===== src/rtl/seq_divider.sv =====
// Iterative restoring divider: one quotient bit per cycle, signed or unsigned,
// with start/busy/done handshake and registered, held results.
module seq_divider #(
   parameter int WIDTH = 32
) (
   input  logic             clk,
   input  logic             rst_n,
   input  logic             start,
   input  logic             signed_op,
   input  logic [WIDTH-1:0] Rn,
   input  logic [WIDTH-1:0] Rm,
   output logic             busy,
   output logic             done,
   output logic [WIDTH-1:0] quotient,
   output logic [WIDTH-1:0] remainder,
   output logic             div_by_zero
);
   localparam int CW = $clog2(WIDTH) + 1;

   typedef enum logic [1:0] {IDLE, BUSY, DONE} state_t;

   state_t           state;
   logic [CW-1:0]    count;
   logic [WIDTH:0]   rem_acc;
   logic [WIDTH-1:0] quo_acc;
   logic [WIDTH-1:0] dvsr;
   logic             neg_q;
   logic             neg_r;
   logic             zero_div;

   logic [WIDTH-1:0] abs_n;
   logic [WIDTH-1:0] abs_m;
   logic [WIDTH:0]   shifted;
   logic [WIDTH:0]   trial;

   always_comb begin
      abs_n   = (signed_op && Rn[WIDTH-1]) ? -Rn : Rn;
      abs_m   = (signed_op && Rm[WIDTH-1]) ? -Rm : Rm;
      shifted = {rem_acc[WIDTH-1:0], quo_acc[WIDTH-1]};
      trial   = shifted - {1'b0, dvsr};
   end

   // busy/done are registered views of the state, so they lag it by one cycle.
   always_ff @(posedge clk) begin
      if (!rst_n) begin
         state       <= IDLE;
         count       <= '0;
         rem_acc     <= '0;
         quo_acc     <= '0;
         dvsr        <= '0;
         neg_q       <= 1'b0;
         neg_r       <= 1'b0;
         zero_div    <= 1'b0;
         busy        <= 1'b0;
         done        <= 1'b0;
         quotient    <= '0;
         remainder   <= '0;
         div_by_zero <= 1'b0;
      end else begin
         busy <= (state == BUSY);
         done <= (state == DONE);
         case (state)
            IDLE: begin
               if (start) begin
                  div_by_zero <= 1'b0;
                  rem_acc     <= '0;
                  dvsr        <= abs_m;
                  neg_q       <= signed_op && (Rn[WIDTH-1] ^ Rm[WIDTH-1]);
                  neg_r       <= signed_op && Rn[WIDTH-1];
                  zero_div    <= (Rm == '0);
                  if (Rm == '0) begin
                     // keep the raw dividend: it is returned untouched as the remainder
                     quo_acc <= Rn;
                     state   <= DONE;
                  end else begin
                     quo_acc <= abs_n;
                     count   <= CW'(WIDTH);
                     state   <= BUSY;
                  end
               end
            end
            BUSY: begin
               if (!trial[WIDTH]) begin
                  rem_acc <= trial;
                  quo_acc <= {quo_acc[WIDTH-2:0], 1'b1};
               end else begin
                  rem_acc <= shifted;
                  quo_acc <= {quo_acc[WIDTH-2:0], 1'b0};
               end
               count <= count - CW'(1);
               if (count == CW'(1)) state <= DONE;
            end
            DONE: begin
               if (zero_div) begin
                  quotient  <= '0;
                  remainder <= quo_acc;
               end else begin
                  quotient  <= neg_q ? -quo_acc : quo_acc;
                  remainder <= neg_r ? -rem_acc[WIDTH-1:0] : rem_acc[WIDTH-1:0];
               end
               div_by_zero <= zero_div;
               state       <= IDLE;
            end
            default: state <= IDLE;
         endcase
      end
   end
endmodule


===== config.mk =====
export PLATFORM = sky130hd
export DESIGN_NAME = seq_divider
export DESIGN_NICKNAME = d
export VERILOG_FILES = /design/src/rtl/seq_divider.sv
export SDC_FILE = /design/constraint.sdc
export NUM_CORES = 1
export LEC_CHECK = 0
export CORE_MARGIN = 4
export CORE_UTILIZATION = 30
export CTS_BUF_LIST = sky130_fd_sc_hd__clkbuf_4 sky130_fd_sc_hd__clkbuf_8
export CTS_CLUSTER_SIZE = 10
export DETAILED_ROUTE_END_ITERATION = 10
export SLEW_MARGIN = 20
export SYNTH_ARGS = -nofsm -noshare
export SYNTH_HDL_FRONTEND = slang
export SYNTH_SLANG_ARGS = --single-unit

===== constraint.sdc =====
create_clock -name clk -period 3.4 [get_ports clk]
set_input_delay 0.68 -clock clk [delete_from_list [all_inputs] [get_ports clk]]
set_output_delay 0.68 -clock clk [all_outputs]
set_load 0.02 [all_outputs]

==> results of run 1 <==
## flip-flops by register name, indices dropped and copies added, names as in the netlist, 2 cells and up
register and cells:
dvsr 32, quo_acc 32, quotient 32, rem_acc 32, remainder 32, count 6
state 2
## timing repair
item | CTS | global route
setup endpoints to repair | 10 | 70
endpoints found under the hold margin | 0 | 0
pin swaps | 9 | 6
hold buffers | 0 | 0
buffers inserted | 2 | 2
gates cloned | 0 | 1
gates resized for setup | 29 | 19
## where the power goes
part	leakage [nW]	internal (mW)	total, mW	switching (mW)
registers	1.42	2.14	2.28	0.140
clock network	0.216	0.705	1.57	0.861
logic	3.79	0.567	1.24	0.673
total	5.42	3.41	5.09	1.67
## cell families (layout without fill, tap and decap cells)
logic type	Yosys count	in the layout	share of synthesized area
xor gates and xnor gates	148	148	0.121
muxes	33	33	0.0307
and+or+nand+nor	475	475	0.198
adders and majority gates	39	39	0.0461
AOI/OAI and AO/OA	388	388	0.231
DFF	174	174	0.324
buffers and inverters	138	362	0.0488
## worst min-delay path, delay by kind of cell, from the launching register on
kind | cells | cell delay, ns
AOI/OAI and AO/OA | 1 | 0.05
DFF | 1 | 0.33
and+or+nand+nor | 1 | 0.05
## layout by cell type, fill, tap and decap left out, types with 9 or more instances in the layout
cell type	instances
sky130_fd_sc_hd__nand2_1	241
sky130_fd_sc_hd__dfxtp_1	172
sky130_fd_sc_hd__buf_4	137
sky130_fd_sc_hd__clkdlybuf4s50_1	127
sky130_fd_sc_hd__nor2_1	104
sky130_fd_sc_hd__a21oi_1	83
sky130_fd_sc_hd__xnor2_1	78
sky130_fd_sc_hd__xor2_1	69
sky130_fd_sc_hd__o21ai_0	67
sky130_fd_sc_hd__o21ai_1	56
sky130_fd_sc_hd__inv_1	50
sky130_fd_sc_hd__ha_1	36
sky130_fd_sc_hd__mux2i_1	31
sky130_fd_sc_hd__a211oi_1	30
sky130_fd_sc_hd__o221ai_1	28
sky130_fd_sc_hd__o31ai_1	25
sky130_fd_sc_hd__a22oi_1	20
sky130_fd_sc_hd__a21o_1	19
sky130_fd_sc_hd__clkbuf_8	18
sky130_fd_sc_hd__nand3_1	16
sky130_fd_sc_hd__o41ai_1	16
sky130_fd_sc_hd__nand2b_1	15
sky130_fd_sc_hd__or3_1	13
sky130_fd_sc_hd__or4_1	11
sky130_fd_sc_hd__nor3_1	10
sky130_fd_sc_hd__nor4_1	10
sky130_fd_sc_hd__or4_4	9
## per-stage QoR
| stage | area [um^2] | setup slack (ns) | setup TNS, ns |
|---|---|---|---|
| after floorplan | 10800 | -0.132 | -0.388 |
| after global placement | 13500 | -0.764 | -12.67 |
| after detailed placement | 13500 | -0.803 | -14.88 |
| after CTS | 13900 | -0.0235 | -0.0235 |
| after global routing | 14000 | -0.00442 | -0.00442 |
| final | 14000 | 0.0543 | 0 |
## layout make-up
cell class              instances  area, um^2
clock inverters                14         169
flip-flops and latches        174        3490
well taps                     461         577
repair buffers                277        2460
clock buffers                  18         248
multi-input cells            1083        6900
fillers                      3635       21400
inverters                      53         199
## how the worst max path moves through the flow
stage,startpoint,endpoint,slack (ns),cells after the start
floorplan,Rn[6],quo_acc[28],-0.13,10
global placement,Rn[6],quo_acc[28],-0.76,12
detailed placement,Rn[6],quo_acc[28],-0.80,12
CTS,Rn[3],quo_acc[28],-0.02,12
global route,dvsr[3],rem_acc[4],-0.004,15
finish,Rn[3],quo_acc[28],0.05,12
## layer usage
| metal | global-route usage | vias to the layer above | share of wire |
|---|---|---|---|
| met2 | 0.256 | 288 | 0.45 |
| met4 | 0.0344 | 0 | 0.011 |
| li1 | - | 5340 | - |
| met1 | 0.233 | 4797 | 0.49 |
| met3 | 0.0268 | 24 | 0.051 |
| met5 | 0 | - | 0 |
==> summary.txt, run 1 <==
Floorplan
  – Count of pins on the block boundary: around 140
  – Core ar.: between 30000 and 40000 um^2
  – FP Rows: 69
  – Die X-Extent: 197 um
  – Initial standard-cell utilization of the core: 0.303
  – Area of the die: 38900 um^2
  – Die Height: 197 um

Synth
  – Dominant cell type by area after synthesis: sky130_fd_sc_hd__dfxtp_1
  – Ys flop type: sky130_fd_sc_hd__dfxtp_1
  – Mean post-synth cell area: slightly below 8 um^2
  – Synthesized netlist net count: 1502
  – Seq cells post-synth: 174
  – Main area contributors after synthesis: sky130_fd_sc_hd__dfxtp_1 (32%), sky130_fd_sc_hd__nand2_1 (8.4%), sky130_fd_sc_hd__xnor2_1 (6.4%)
  – Commonest cells in the synthesized netlist: sky130_fd_sc_hd__nand2_1 (241), sky130_fd_sc_hd__dfxtp_1 (174), sky130_fd_sc_hd__nor2_1 (107)
  – Number of flops mapped to enable cells by yosys: 0
  – Number of distinct standard cells referenced by the synthesized netlist: 62
  – Synthesized area: 10700 um^2
  – Instance count of the mapped netlist: 1395
  – Warnings, synthesis: 0
  – Sequential fraction of the synthesis area: 0.324
  – Dominant cell by count in the synthesized netlist: sky130_fd_sc_hd__nand2_1
  – FFs w/ async S/R, synth: 0
  – Area share of the largest cell type after synthesis: 0.324

Min path
  – Endpoint, Worst Hold: quotient[28]
  – Count of cells along the worst hold path: 2
  – Hold crit path type: reg2reg
  – Worst Min Path Start: quotient[28]

Worst setup path
  – Slowest CP cell: sky130_fd_sc_hd__or4_4
  – Count of buffer and inverter cells on the critical path: 2
  – Crit-path cells: buf_6 -> nor4_4 -> buf_4 -> nand2b_4 -> or4_4 -> or4_4 -> or4_4 -> or4_4 -> o31ai_4 -> xnor2_1 -> o221ai_1 -> nand2_1
  – Number of cells traversed by the worst register-to-register path: 16
  – Largest fanout on the critical path: 3
  – Critical R2R Capture: rem_acc[1]
  – CP Capture Type: flip-flop
  – Startpoint class of the critical path: input pin
  – Most frequent cell on the critical path: sky130_fd_sc_hd__or4_4
  – Largest stage delay, worst path: 0.51 ns
  – Setup slack on the worst flop-to-flop path: 0.17 ns
  – Path type of the worst setup path: in2reg
  – Required arrival time at the worst endpoint: 3.77 ns
  – Start of the worst register-to-register path: quo_acc[31]
  – Data arrival at the endpoint of the critical path: 3.71 ns
  – Cell class contributing the biggest share of worst-path delay: simple AND/OR/NAND/NOR gates

Timing
  – Number of setup violations in the final report: 0
  – Period utilization: 0.984
  – Max-Slew Margin vs Limit: 0.349
  – Transition time at the pin with the least slew margin: 0.975 ns
  – Setup clock skew after layout: 0.0205 ns
  – Timing-limited maximum frequency: approximately 0.3 GHz
  – Smallest hold slack: 0.453 ns
  – Shortest period the worst path allows: 3.35 ns
  – Final-report max-slew violation count: 0
  – Final hold violation count: 0

GRT
  – Pin count of the biggest net entering global routing: 47
  – Via count of the first global-routing pass: 9916
  – Total grt overflow: 0
  – GRT Total Usage: 0.162
  – Antenna violations before repair: 0
  – First-pass GRT wire length: 52100 um

Finish
  – Number of diodes added for antenna fixing: 0
  – Relative area change from synthesis to final layout: 30.7%
  – Final design utilization: 0.396
  – Share of cells above drive strength 1: 0.138
  – Total Nets Final: 1713
  – Post-route non-filler standard cell count: 2080

Clock tree
  – CTS tree: built
  – Clock transition at the registers of the reported paths: 0.11 ns
  – Insertion delay to the later sink of the worst-skew pair: 0.47 ns
  – Depth of the CTS H-tree: 4
  – Worst-case clock buffer depth: 2
  – Number of CTS-inserted buffers: 17
  – Root cell of the clock tree: sky130_fd_sc_hd__clkbuf_8
  – Sinks on the clock net: between 150 and 200

Pwr
  – Leakage power: 5.42 nW
  – Power density relative to cell area: 362 nW/um^2
  – Peak supply drop: 0.000200 V
  – Power, Total: 5.09 mW

Placement
  – Final weighted congestion in routability-driven placement: 0.869
  – Detailed Place HPWL: ~25000 um
  – Cells after DPL: 2043
  – Port bufs: 134

Routing
  – Mean number of vias per cell: 5.02
  – DRC violation total after the first TritonRoute iteration: around 510
  – First-pass iteration count of the detailed router: 5
  – Total routed wirelength: 32600 um
  – Drt wl/cell: about 16 um
  – Antenna Nets Post-Route: 0
  – Routed vias: 10.4k
  – Detailed-route DRC error count: 0

Flow run
  – Max-cap violations: 0

Outcome
  – Run status: finished, final reports clean
No activity file was read; power rests on OpenSTA's default activity.
==> run 2, diff against run 1 <==
--- a/config.mk
+++ b/config.mk
@@ -14,3 +14,4 @@
 export SYNTH_ARGS = -nofsm -noshare
 export SYNTH_HDL_FRONTEND = slang
 export SYNTH_SLANG_ARGS = --single-unit
+export TNS_END_PERCENT = 5
==> run 2 against run 1 <==
Largest cell class unchanged. Core utilization grew 0.32 points. Combinational power is essentially flat. Register-to-register slack lost 0.04 ns. Hold slack lost 0.0058 ns. Die area is the same. Clock power shrank 3%. Design area grew 0.81%.
==> summary.txt, run 2 (synthesis gave the netlist of run 1 again) <==
Outcome
  – Run status: finished, final reports clean

Pwr
  – Sequential fraction of design power: 0.451
  – Internal power: between 3 and 4 mW
  – Switching component of the power: 1.63 mW
  – Power, Total: 5.06 mW
  – Switching portion of total power: 0.323
  – Clock share of power: 0.301
  – Power density relative to cell area: 358 nW/um^2
  – Peak supply drop: about 0.00020 V
  – Leakage power: 5.46 nW
  – Logic gate share of total power: 0.248

Finish
  – Most common cell after layout, fill and taps aside: sky130_fd_sc_hd__nand2_1
  – Commonest non-fill, non-tap cells in the layout: sky130_fd_sc_hd__nand2_1 (241), sky130_fd_sc_hd__dfxtp_1 (171), sky130_fd_sc_hd__buf_4 (149), sky130_fd_sc_hd__clkdlybuf4s50_1 (127), sky130_fd_sc_hd__nor2_1 (104)
  – Total Nets Final: approximately 1.7k
  – Post-route non-filler standard cell count: 2090
  – Number of diodes added for antenna fixing: 0
  – Relative area change from synthesis to final layout: 31.7%
  – Share of cells above drive strength 1: 0.142

Clock tree
  – Root cell of the clock tree: sky130_fd_sc_hd__clkbuf_8
  – Depth of the CTS H-tree: 4
  – Insertion delay to the later sink of the worst-skew pair: 0.49 ns
  – Clock transition at the registers of the reported paths: approximately 0.090 ns
  – Count of hold-fix buffers inserted at cts: 0
  – Worst-case clock buffer depth: 2
  – Number of CTS-inserted buffers: 17
  – CTS tree: built
  – Sinks on the clock net: 174

Timing
  – Max-Slew Margin vs Limit: 0.331
  – Number of setup violations in the final report: 0
  – Total negative slack: 0 ns
  – Post-route setup slack: between 0.02 and 0.025 ns
  – Final hold violation count: 0
  – Setup clock skew after layout: 0.0207 ns
  – Timing-limited maximum frequency: 0.296 GHz
  – Shortest period the worst path allows: 3.38 ns
  – Smallest hold slack: 0.447 ns
  – Period utilization: 0.993
  – Transition time at the pin with the least slew margin: 1.00 ns
  – Final-report max-slew violation count: 0
  – Setup repair after global routing missed its margin: true

GRT
  – Total grt overflow: 0
  – Via count of the first global-routing pass: 10.2k
  – GRT Total Usage: 0.167
  – Antenna violations before repair: 0
  – Pin count of the biggest net entering global routing: 47
  – First-pass GRT wire length: around 53000 um

Worst setup path
  – Path type of the worst setup path: in2reg
  – Startpoint class of the critical path: input pin
  – Setup slack on the worst flop-to-flop path: 0.13 ns
  – CP Capture Type: flip-flop
  – Required arrival time at the worst endpoint: 3.77 ns
  – Data arrival at the endpoint of the critical path: 3.75 ns
  – Largest fanout on the critical path: 3

Routing
  – Mean number of vias per cell: 5.06
  – First-pass iteration count of the detailed router: 5
  – Antenna Nets Post-Route: 0
  – Drt wl/cell: 15.9 um
  – Total routed wirelength: roughly 33000 um
  – Routed vias: 10.6k
  – DRC violation total after the first TritonRoute iteration: 591
  – Detailed-route DRC error count: 0

Floorplan
  – Core ar.: 35500 um^2
  – Count of pins on the block boundary: 135
  – Die X-Extent: 197 um
  – Initial standard-cell utilization of the core: 0.303
  – FP Rows: a little under 70
  – Die Height: 197 um
  – Area of the die: 38900 um^2

Placement
  – Final weighted congestion in routability-driven placement: roughly 0.88
  – Port bufs: 134
  – Cells after DPL: 2034
  – Detailed Place HPWL: 24500 um
  – Worst slack at placement: -0.880 ns

Flow run
  – Max-cap violations: 0

Min path
  – Hold crit path type: reg2reg
-- run 2: final timing paths --
path | from | to | depth (start not counted)
min reg2reg | remainder[31] | remainder[31] | 2
min | remainder[31] | remainder[31] | 2
max | Rn[0] | quo_acc[29] | 12
max reg2reg | rem_acc[12] | rem_acc[0] | 14
-- run 2: critical path: stages --
cell                              delay (ns)
sky130_fd_sc_hd__clkdlybuf4s15_1        0.24
sky130_fd_sc_hd__buf_4                  0.18
sky130_fd_sc_hd__nor3_4                 0.21
sky130_fd_sc_hd__nand2_1                0.10
sky130_fd_sc_hd__or4_4                  0.42
sky130_fd_sc_hd__or4_4                  0.44
sky130_fd_sc_hd__or4_4                  0.44
sky130_fd_sc_hd__or4_4                  0.47
sky130_fd_sc_hd__o41ai_4                0.24
sky130_fd_sc_hd__xnor2_1                0.10
sky130_fd_sc_hd__o221ai_1               0.15
sky130_fd_sc_hd__nand2_1                0.07
-- run 2: power by group through the flow --
stage                     clock [mW]  sequential, mW  combinational [mW]
after floorplan                    0            2.26               0.800
after global placement             0            2.32                1.17
after detailed placement           0            2.33                1.18
after CTS                       1.56            2.28                1.23
after global routing            1.65            2.30                1.39
final                           1.52            2.28                1.26
-- run 2: layout make-up --
| cell class | instances | area, um^2 |
|---|---|---|
| Fill cell | 3623 | 21300 |
| Multi-Input combinational cell | 1083 | 6920 |
| Sequential cell | 174 | 3490 |
| Timing Repair Buffer | 288 | 2570 |
| Tap cell | 461 | 577 |
| Clock buffer | 20 | 269 |
| Inverter | 53 | 201 |
| Clock inverter | 11 | 131 |
-- run 2: routing by layer --
metal	up-vias	wire [um]	GRT usage
li1	5383	-	-
met1	4883	16000	0.232
met2	267	15000	0.270
met3	33	1850	0.0283
met4	0	447	0.0395
met5	-	0	0
-- run 2: repair_timing --
action | in CTS | in global routing
setup endpoints to repair | 30 | 68
resized for setup | 28 | 24
cloned | 2 | 0
buffers inserted | 21 | 2
pin swaps | 11 | 12
-- run 2: stage by stage --
stage | cell area, um^2 | utilization
6_report | 14200 | 0.399
5_1_grt | 14200 | 0.399
4_1_cts | 14000 | 0.396
3_5_place_dp | 13400 | 0.376
3_3_place_gp | 13400 | 0.376
2_1_floorplan | 10700 | -
